<file path="src/rtl/reg_bus_arbiter.sv">
// Round-robin arbiter that serialises NREQ requesters onto a single register slave.
// Each access runs IDLE -> ACCESS -> RESP, so one transaction completes every three cycles.
module reg_bus_arbiter #(
   parameter int NREQ = 4,
   parameter int DW   = 16
) (
   input  logic                    clk,
   input  logic                    rstn,
   input  logic [NREQ-1:0]         req,
   input  logic [NREQ-1:0]         req_wr,
   input  logic [NREQ*DW-1:0]      req_wdata,
   output logic [NREQ-1:0]         ack,
   output logic [DW-1:0]           ack_rdata,
   output logic                    busy,
   output logic [$clog2(NREQ)-1:0] grant_id,
   output logic                    m_sel,
   output logic                    m_wr,
   output logic [DW-1:0]           m_wdata,
   input  logic [DW-1:0]           m_rdata
);

   localparam int IW = $clog2(NREQ);

   typedef enum logic [1:0] {
      IDLE   = 2'd0,
      ACCESS = 2'd1,
      RESP   = 2'd2
   } state_t;

   state_t          state, state_nxt;
   logic [IW-1:0]   rr_ptr, rr_ptr_nxt;
   logic [IW-1:0]   grant_id_nxt;
   logic [NREQ-1:0] ack_nxt;
   logic [DW-1:0]   ack_rdata_nxt;
   logic            busy_nxt;
   logic            m_sel_nxt;
   logic            m_wr_nxt;
   logic [DW-1:0]   m_wdata_nxt;

   // Round-robin search: one extra bit holds rr_ptr + offset before wrapping modulo NREQ.
   logic [IW:0]     cand;
   logic            pick_valid;
   logic [IW-1:0]   pick_idx;

   // NOTE: every combinational output is given a default before any branch, so no latches are inferred.
   always_comb begin
      cand       = '0;
      pick_valid = 1'b0;
      pick_idx   = '0;
      // Walk from the farthest offset down so the closest requester to rr_ptr wins.
      for (int i = NREQ - 1; i >= 0; i--) begin
         cand = {1'b0, rr_ptr} + (IW+1)'(i);
         if (cand >= (IW+1)'(NREQ)) begin
            cand = cand - (IW+1)'(NREQ);
         end
         if (req[cand[IW-1:0]]) begin
            pick_valid = 1'b1;
            pick_idx   = cand[IW-1:0];
         end
      end
   end

   always_comb begin
      state_nxt     = state;
      rr_ptr_nxt    = rr_ptr;
      grant_id_nxt  = grant_id;
      ack_nxt       = '0;
      ack_rdata_nxt = '0;
      busy_nxt      = 1'b0;
      m_sel_nxt     = 1'b0;
      m_wr_nxt      = 1'b0;
      m_wdata_nxt   = '0;

      unique case (state)
         IDLE: begin
            if (pick_valid) begin
               grant_id_nxt = pick_idx;
               m_sel_nxt    = 1'b1;
               m_wr_nxt     = req_wr[pick_idx];
               m_wdata_nxt  = req_wdata[pick_idx*DW +: DW];
               busy_nxt     = 1'b1;
               state_nxt    = ACCESS;
            end
         end

         ACCESS: begin
            ack_nxt = NREQ'(1) << grant_id;
            if (!m_wr) begin
               ack_rdata_nxt = m_rdata;
            end
            rr_ptr_nxt = (grant_id == IW'(NREQ - 1)) ? '0 : grant_id + IW'(1);
            busy_nxt   = 1'b1;
            state_nxt  = RESP;
         end

         RESP: begin
            state_nxt = IDLE;
         end

         default: begin
            state_nxt = IDLE;
         end
      endcase
   end

   // NOTE: state and outputs use non-blocking assignments; reset is sampled only on the clock edge.
   always_ff @(posedge clk) begin
      if (!rstn) begin
         state     <= IDLE;
         rr_ptr    <= '0;
         grant_id  <= '0;
         ack       <= '0;
         ack_rdata <= '0;
         busy      <= 1'b0;
         m_sel     <= 1'b0;
         m_wr      <= 1'b0;
         m_wdata   <= '0;
      end else begin
         state     <= state_nxt;
         rr_ptr    <= rr_ptr_nxt;
         grant_id  <= grant_id_nxt;
         ack       <= ack_nxt;
         ack_rdata <= ack_rdata_nxt;
         busy      <= busy_nxt;
         m_sel     <= m_sel_nxt;
         m_wr      <= m_wr_nxt;
         m_wdata   <= m_wdata_nxt;
      end
   end

endmodule

</file>
<file path="config.mk">
export PLATFORM = sky130hd
export DESIGN_NAME = reg_bus_arbiter
export DESIGN_NICKNAME = d
export VERILOG_FILES = /design/src/rtl/reg_bus_arbiter.sv
export SDC_FILE = /design/constraint.sdc
export NUM_CORES = 1
export LEC_CHECK = 0
export CORE_MARGIN = 2
export CORE_UTILIZATION = 36
export DETAILED_ROUTE_END_ITERATION = 7
export PLACE_DENSITY = 0.88
export REMOVE_ABC_BUFFERS = 1
export SYNTH_ARGS = -nofsm -noshare
export SYNTH_HDL_FRONTEND = slang
export SYNTH_SLANG_ARGS = --single-unit
</file>
<file path="constraint.sdc">
create_clock -name clk -period 3.05 [get_ports clk]
set_input_delay 0.61 -clock clk [delete_from_list [all_inputs] [get_ports clk]]
set_output_delay 0.61 -clock clk [all_outputs]
set_load 0.01 [all_outputs]
</file>
==> results_dict.tcl, run 1 <==
set metrics [dict create \
    fin_util 0.678 \
    r2r_end "m_wdata[0]$_SDFF_PN0_" \
    r2r_setup_slack_ps 1210 \
    grt_max_degree 23 \
    syn_inst 159 \
    antenna_cells 0 \
    synth_ff_type "dfxtp_1" \
    path_class "in2reg" \
    syn_area_per_cell_um2 11.1 \
    synth_xor_area_frac 0 \
    synth.largest_area_cell "dfxtp_1" \
    crit_start "req[0]" \
    synthMostInstantiatedCell "dfxtp_1" \
    drive_gt1_frac 0.0548 \
    dieHeight_um 74.2 \
    ff2ff_path_depth 6 \
    dp.cells 351 \
    worst_slew_pin_slew_ps 603 \
    async_flop_share 0 \
    fin_crit_ps 2190 \
    synth_compound_area_frac 0.0911 \
    n_fill_cell 394 \
    crit_fanout 11 \
    route.detailed.drc 0 \
    clk_pin_slew_ps 80 \
    yosys.area_share.simple 0.131 \
    cts_setup_buffers 0 \
    finalCritPeriodShare 0.718 \
    yosysSeqAreaShare 0.508 \
    hold_violations 0 \
    worstHoldEndpoint "m_sel$_SDFF_PN0_" \
    synth_top_family_by_area "multiplexers" \
    cts_tree "built" \
    power.leakage_nw 1.22 \
    synthDistinctLibCells 23 \
    p_per_area_nw_per_um2 428 \
    ant_nets 0 \
    status "completed" \
    clock_latency_ps 280 \
    use_met1 0.165 \
    cp.arrival_ps 2330 \
    core_area_um2 4720 \
    via_per_inst 4.57 \
    switchingPower_mw 0.343 \
    holdCritPathClass "reg2reg" \
    synth_mux_area_frac 0.215 \
    clock_path_buffers 2 \
    numCtsBuffers 5 \
    synth_adder_area_share 0.00706 \
    setup_violations 0 \
    routed_wirelength_um 4560 \
    min_path_cells 1 \
    power.share.sequential 0.475 \
    gp_routability_congestion 0.763 \
    yosysWarnings 0 \
    synthDominantCellAreaShare 0.508 \
    slew_headroom 0.597 \
    reg2reg_from "rr_ptr[1]$_SDFFE_PN0N_" \
    cp-start-kind "primary input" \
    grt_pass1_vias 1617 \
    ioPinCount 131 \
    drt_first_pass_iters 3 \
    final.setup.tns_ps 0 \
    met3_usage 0.0799 \
    cts-root-buf "clkbuf_8" \
    vias 1640 \
    wire_per_inst_um 12.7 \
    fin_cells 359 \
    cts_resized 0 \
    ys_top_cells_by_area "dfxtp_1, mux2i_1, o22ai_1" \
    busiest_layer "met2" \
    grt_pass1_wl_um 6860 \
    place_ws_ps 538 \
    fp.dieW_um 74.2 \
    rows 25 \
    io_buffers 130 \
    area_growth_pct 80.6 \
    fin_worst_skew_ps 6.17 \
    fmax_ghz 0.457 \
    critPathRequiredTime_ps 3190 \
    use_met2 0.306 \
    cts_sinks 45 \
    start_util 0.375 \
    antenna_found_initial 0 \
    maxCapViolCount 0 \
    worst_setup_path_end_kind "flop" \
    ys_seq_elements 45 \
    synth-edff-count 0 \
    fin_ws_ps 861 \
    pwr-share-comb 0.265 \
    power_mw 1.37 \
    slew_violations 0 \
    syn_area_um2 1770 \
    rsz0062_at_grt "no" \
    min_from "state[0]$_SDFFE_PN0P_" \
    nets 382 \
    htreeDepth 2 \
    p_clk_frac 0.261 \
    p_int_mw 1.03 \
    synthTopCellsByCount "dfxtp_1, mux2i_1, o22ai_1, and2_1" \
    first_iter_violations 33 \
    ir_drop_uv 264 \
    postCtsHoldBufs 0 \
    switching_share 0.250 \
    hpwl_um 3780 \
    grt-ovfl-total 0 \
    grt_usage 0.162 \
    dieArea_um2 5500 \
]
==> state kept, by name, summed over array words and instances (netlist names) <==
name / flops
grant_id: 2
ack_rdata: 16
rr_ptr: 2
m_wdata: 16
state: 2
ack: 4
m_wr: 1
m_sel: 1
busy: 1
==> placed cells by master (no fill, tap or decap) <==
cell and count:
clkdlybuf4s50_1 130, dfxtp_1 45, mux2i_1 38, o22ai_1 17
and2_1 16, a21oi_1 5, clkbuf_8 5, inv_1 4
nor2_1 4, nor2b_1 4, nand2b_1 3, nor3_1 3
buf_4 3, nand2_1 2, nor3b_1 2, nor4_2 1
nor3_2 1, a311oi_2 1, o21ai_1 1, o2bb2a_2 1
and3_1 1, nor2_2 1, ha_1 1, inv_6 1
clkinv_2 1, clkinvlp_4 1
==> power groups by stage <==
stage / combinational [mW] / sequential [mW] / clock, mW
6_report: 0.362 / 0.650 / 0.357
5_1_grt: 0.392 / 0.655 / 0.394
4_1_cts: 0.367 / 0.651 / 0.368
3_5_place_dp: 0.366 / 0.664 / 0
3_3_place_gp: 0.361 / 0.663 / 0
2_1_floorplan: 0.126 / 0.682 / 0
==> cells by family (layout without fill, tap and decap cells) <==
| family | Yosys count | after routing |
|---|---|---|
| compound gates | 25 | 25 |
| fa+ha+maj | 1 | 1 |
| mux | 38 | 38 |
| simple gates | 38 | 38 |
| flops | 45 | 45 |
| buf+inv | 12 | 145 |
==> layout make-up <==
cell class / instances / area (µm²) / share of cell area
repair buffers: 133 / 1320 / 0.414
flip-flops and latches: 45 / 901 / 0.281
multi-input cells: 102 / 787 / 0.246
well taps: 67 / 83.8 / 0.0262
clock buffers: 5 / 68.8 / 0.0215
clock inverters: 3 / 21.3 / 0.00665
inverters: 4 / 15.0 / 0.00469
==> metal layers <==
| metal | up-vias | part of all wire | wire length (µm) |
|---|---|---|---|
| li1 | 824 | - | - |
| met1 | 728 | 0.37 | 1670 |
| met2 | 86 | 0.52 | 2380 |
| met3 | 2 | 0.11 | 486 |
| met4 | 0 | 0.0042 | 19 |
| met5 | - | 0 | 0 |
==> worst max-delay path by stage <==
| stage | cells after the start | end |
|---|---|---|
| final | 7 | m_wdata[0]$_SDFF_PN0_ |
| after global routing | 5 | m_wdata[5]$_SDFF_PN0_ |
| after CTS | 5 | m_wdata[11]$_SDFF_PN0_ |
| after detailed placement | 5 | m_wdata[11]$_SDFF_PN0_ |
| after global placement | 5 | m_wdata[11]$_SDFF_PN0_ |
| after floorplan | 5 | m_wdata[0]$_SDFF_PN0_ |
==> critical path, cell delays in order <==
cell	delay, ps
clkdlybuf4s50_1	500
mux2i_1	170
nor2_1	60
a311oi_2	290
nand2b_1	340
buf_4	240
o22ai_1	110
==> stage by stage <==
stage          instance area [µm²]  hold WS [ps]
6_report                      3200           514
4_1_cts                       3200           516
3_3_place_gp                  3110           492
5_1_grt                       3200           536
3_5_place_dp                  3110           500
2_1_floorplan                 1700           469
No activity file was read; power rests on OpenSTA's default activity.
==> inputs of run 2 (changes only) <==
- CORE_UTILIZATION: 36 -> 34
- PLACE_DENSITY: 0.88 -> 0.84
- clock period: 3.05 -> 2.2 ns (I/O delays scaled with it)
==> run 2 against run 1 <==
Core utilization down 3.5 points. Register-to-register slack lost 620 ps. Via count up 1.9%. Clock skew is essentially flat. Clock power up 41%. Sequential cell count is the same. Non-clock buffer count up 4. Sequential share of layout area is 0.52 points lower. Largest power group unchanged.
==> results_dict.tcl, run 2 (same netlist as run 1, synthesis figures left out) <==
set metrics [dict create \
    status "completed" \
    switchingPower_mw 0.489 \
    antenna_found_initial 0 \
    dieHeight_um 76.2 \
    reg.largest.list "ack_rdata: 16 flops, m_wdata: 16 flops, ack: 4 flops" \
    seq_area_um2 901 \
    vias 1671 \
    final.setup.tns_ps 0 \
    area_growth_pct 84.0 \
    route.detailed.drc 0 \
    path_class "in2reg" \
    multiInputGateArea_um2 787 \
    core_area_um2 5070 \
    final_cell_mix "clkdlybuf4s50_1, dfxtp_1, mux2i_1" \
    hpwl_um 3870 \
    cp_slowest_cell "clkdlybuf4s50_1" \
    pwr-share-comb 0.271 \
    cts_resized 0 \
    grt_usage 0.169 \
    grt_pass1_vias 1683 \
    wire_per_inst_um 12.8 \
    clock_path_buffers 2 \
    first_iter_violations 25 \
    final_common_cell "clkdlybuf4s50_1" \
    routed_wirelength_um 4690 \
    hold_violations 0 \
    fin_worst_skew_ps 6.16 \
    grt_pass1_wl_um 7730 \
    fmax_ghz 0.543 \
    r2r_setup_slack_ps 590 \
    cts_sinks 45 \
    via_per_inst 4.57 \
    start_util 0.349 \
    cp.arrival_ps 2020 \
    reg2reg_from "rr_ptr[1]$_SDFFE_PN0N_" \
    gp_routability_congestion 0.757 \
    numCtsBuffers 5 \
    rsz0062_at_grt "no" \
    p_clk_frac 0.261 \
    p_per_area_nw_per_um2 591 \
    setup_violations 0 \
    slew_violations 0 \
    grt_max_degree 25 \
    clk_pin_slew_ps 90 \
    power.leakage_nw 1.24 \
    rows 26 \
    cp-start-kind "primary input" \
    drt_first_pass_iters 4 \
    ioPinCount 131 \
    grt-ovfl-total 0 \
    worst_setup_path_end_kind "flop" \
    min_from "state[0]$_SDFFE_PN0P_" \
    fp.dieW_um 76.2 \
    fin_cells 366 \
    fin_ws_ps 359 \
    postCtsHoldBufs 0 \
    switching_share 0.254 \
    ir_drop_uv 278 \
    timing.hold.ws_ps 507 \
    io_buffers 130 \
    cp_cell_sequence "clkdlybuf4s50_1, a21oi_1, o21ai_1, o2bb2a_2, buf_12, mux2i_1, o22ai_1" \
    maxCapViolCount 0 \
    crit_start "req[0]" \
    dieArea_um2 5800 \
    nets 386 \
    place_ws_ps 34.0 \
    critPathRequiredTime_ps 2380 \
    finalCritPeriodShare 0.837 \
    drive_gt1_frac 0.0676 \
    clock_latency_ps 290 \
    fin_crit_ps 1840 \
    antenna_cells 0 \
    dp.cells 358 \
    htreeDepth 2 \
    crit_path_max_incr_delay_ps 500 \
    cts_tree "built" \
    cts-root-buf "clkbuf_8" \
    ant_nets 0 \
    crit_fanout 24 \
    p_int_mw 1.44 \
    fin_util 0.643 \
    cts_setup_buffers 0 \
    holdCritPathClass "reg2reg" \
    worst_slew_pin_slew_ps 429 \
    power.share.sequential 0.468 \
    n_fill_cell 428 \
    slew_headroom 0.714 \
]
## run 2: through the flow
step	power [mW]	cell area (µm²)
2_1_floorplan	1.12	1700
3_3_place_gp	1.44	3170
3_5_place_dp	1.45	3170
4_1_cts	1.95	3260
5_1_grt	2.04	3260
6_report	1.93	3260
## run 2: power groups by stage
stage,clock [mW],combinational (mW),sequential (mW)
floorplan,0,0.174,0.946
global placement,0,0.518,0.918
detailed placement,0,0.528,0.921
CTS,0.523,0.529,0.902
global route,0.567,0.561,0.909
finish,0.502,0.522,0.901
## run 2: critical path: cells and delay by family
family	cells	cell delay (ps)
AO/OA/AOI/OAI	4	650
multiplexers	1	220
buffers and inverters	2	710
## run 2: path summary, 6_finish.rpt
check,to,cells after the start
setup / recovery,m_wdata[12]$_SDFF_PN0_,7
hold / removal,m_sel$_SDFF_PN0_,1
setup reg to reg,m_wdata[5]$_SDFF_PN0_,6
hold reg to reg,m_sel$_SDFF_PN0_,1
## run 2: routing by layer
| metal | vias to the layer above | wire length (µm) | GRT usage |
|---|---|---|---|
| met1 | 741 | 1790 | 0.180 |
| met2 | 97 | 2400 | 0.301 |
| met3 | 2 | 464 | 0.0782 |
| met5 | - | 0 | 0 |
| li1 | 831 | - | - |
| met4 | 0 | 31 | 0.0491 |
## run 2: layout make-up
cell class	count	area share
multi-input cells	102	0.241
well taps	70	0.0269
inverters	4	0.00460
repair buffers	137	0.423
clock inverters	3	0.00691
clock buffers	5	0.0211
flip-flops and latches	45	0.276
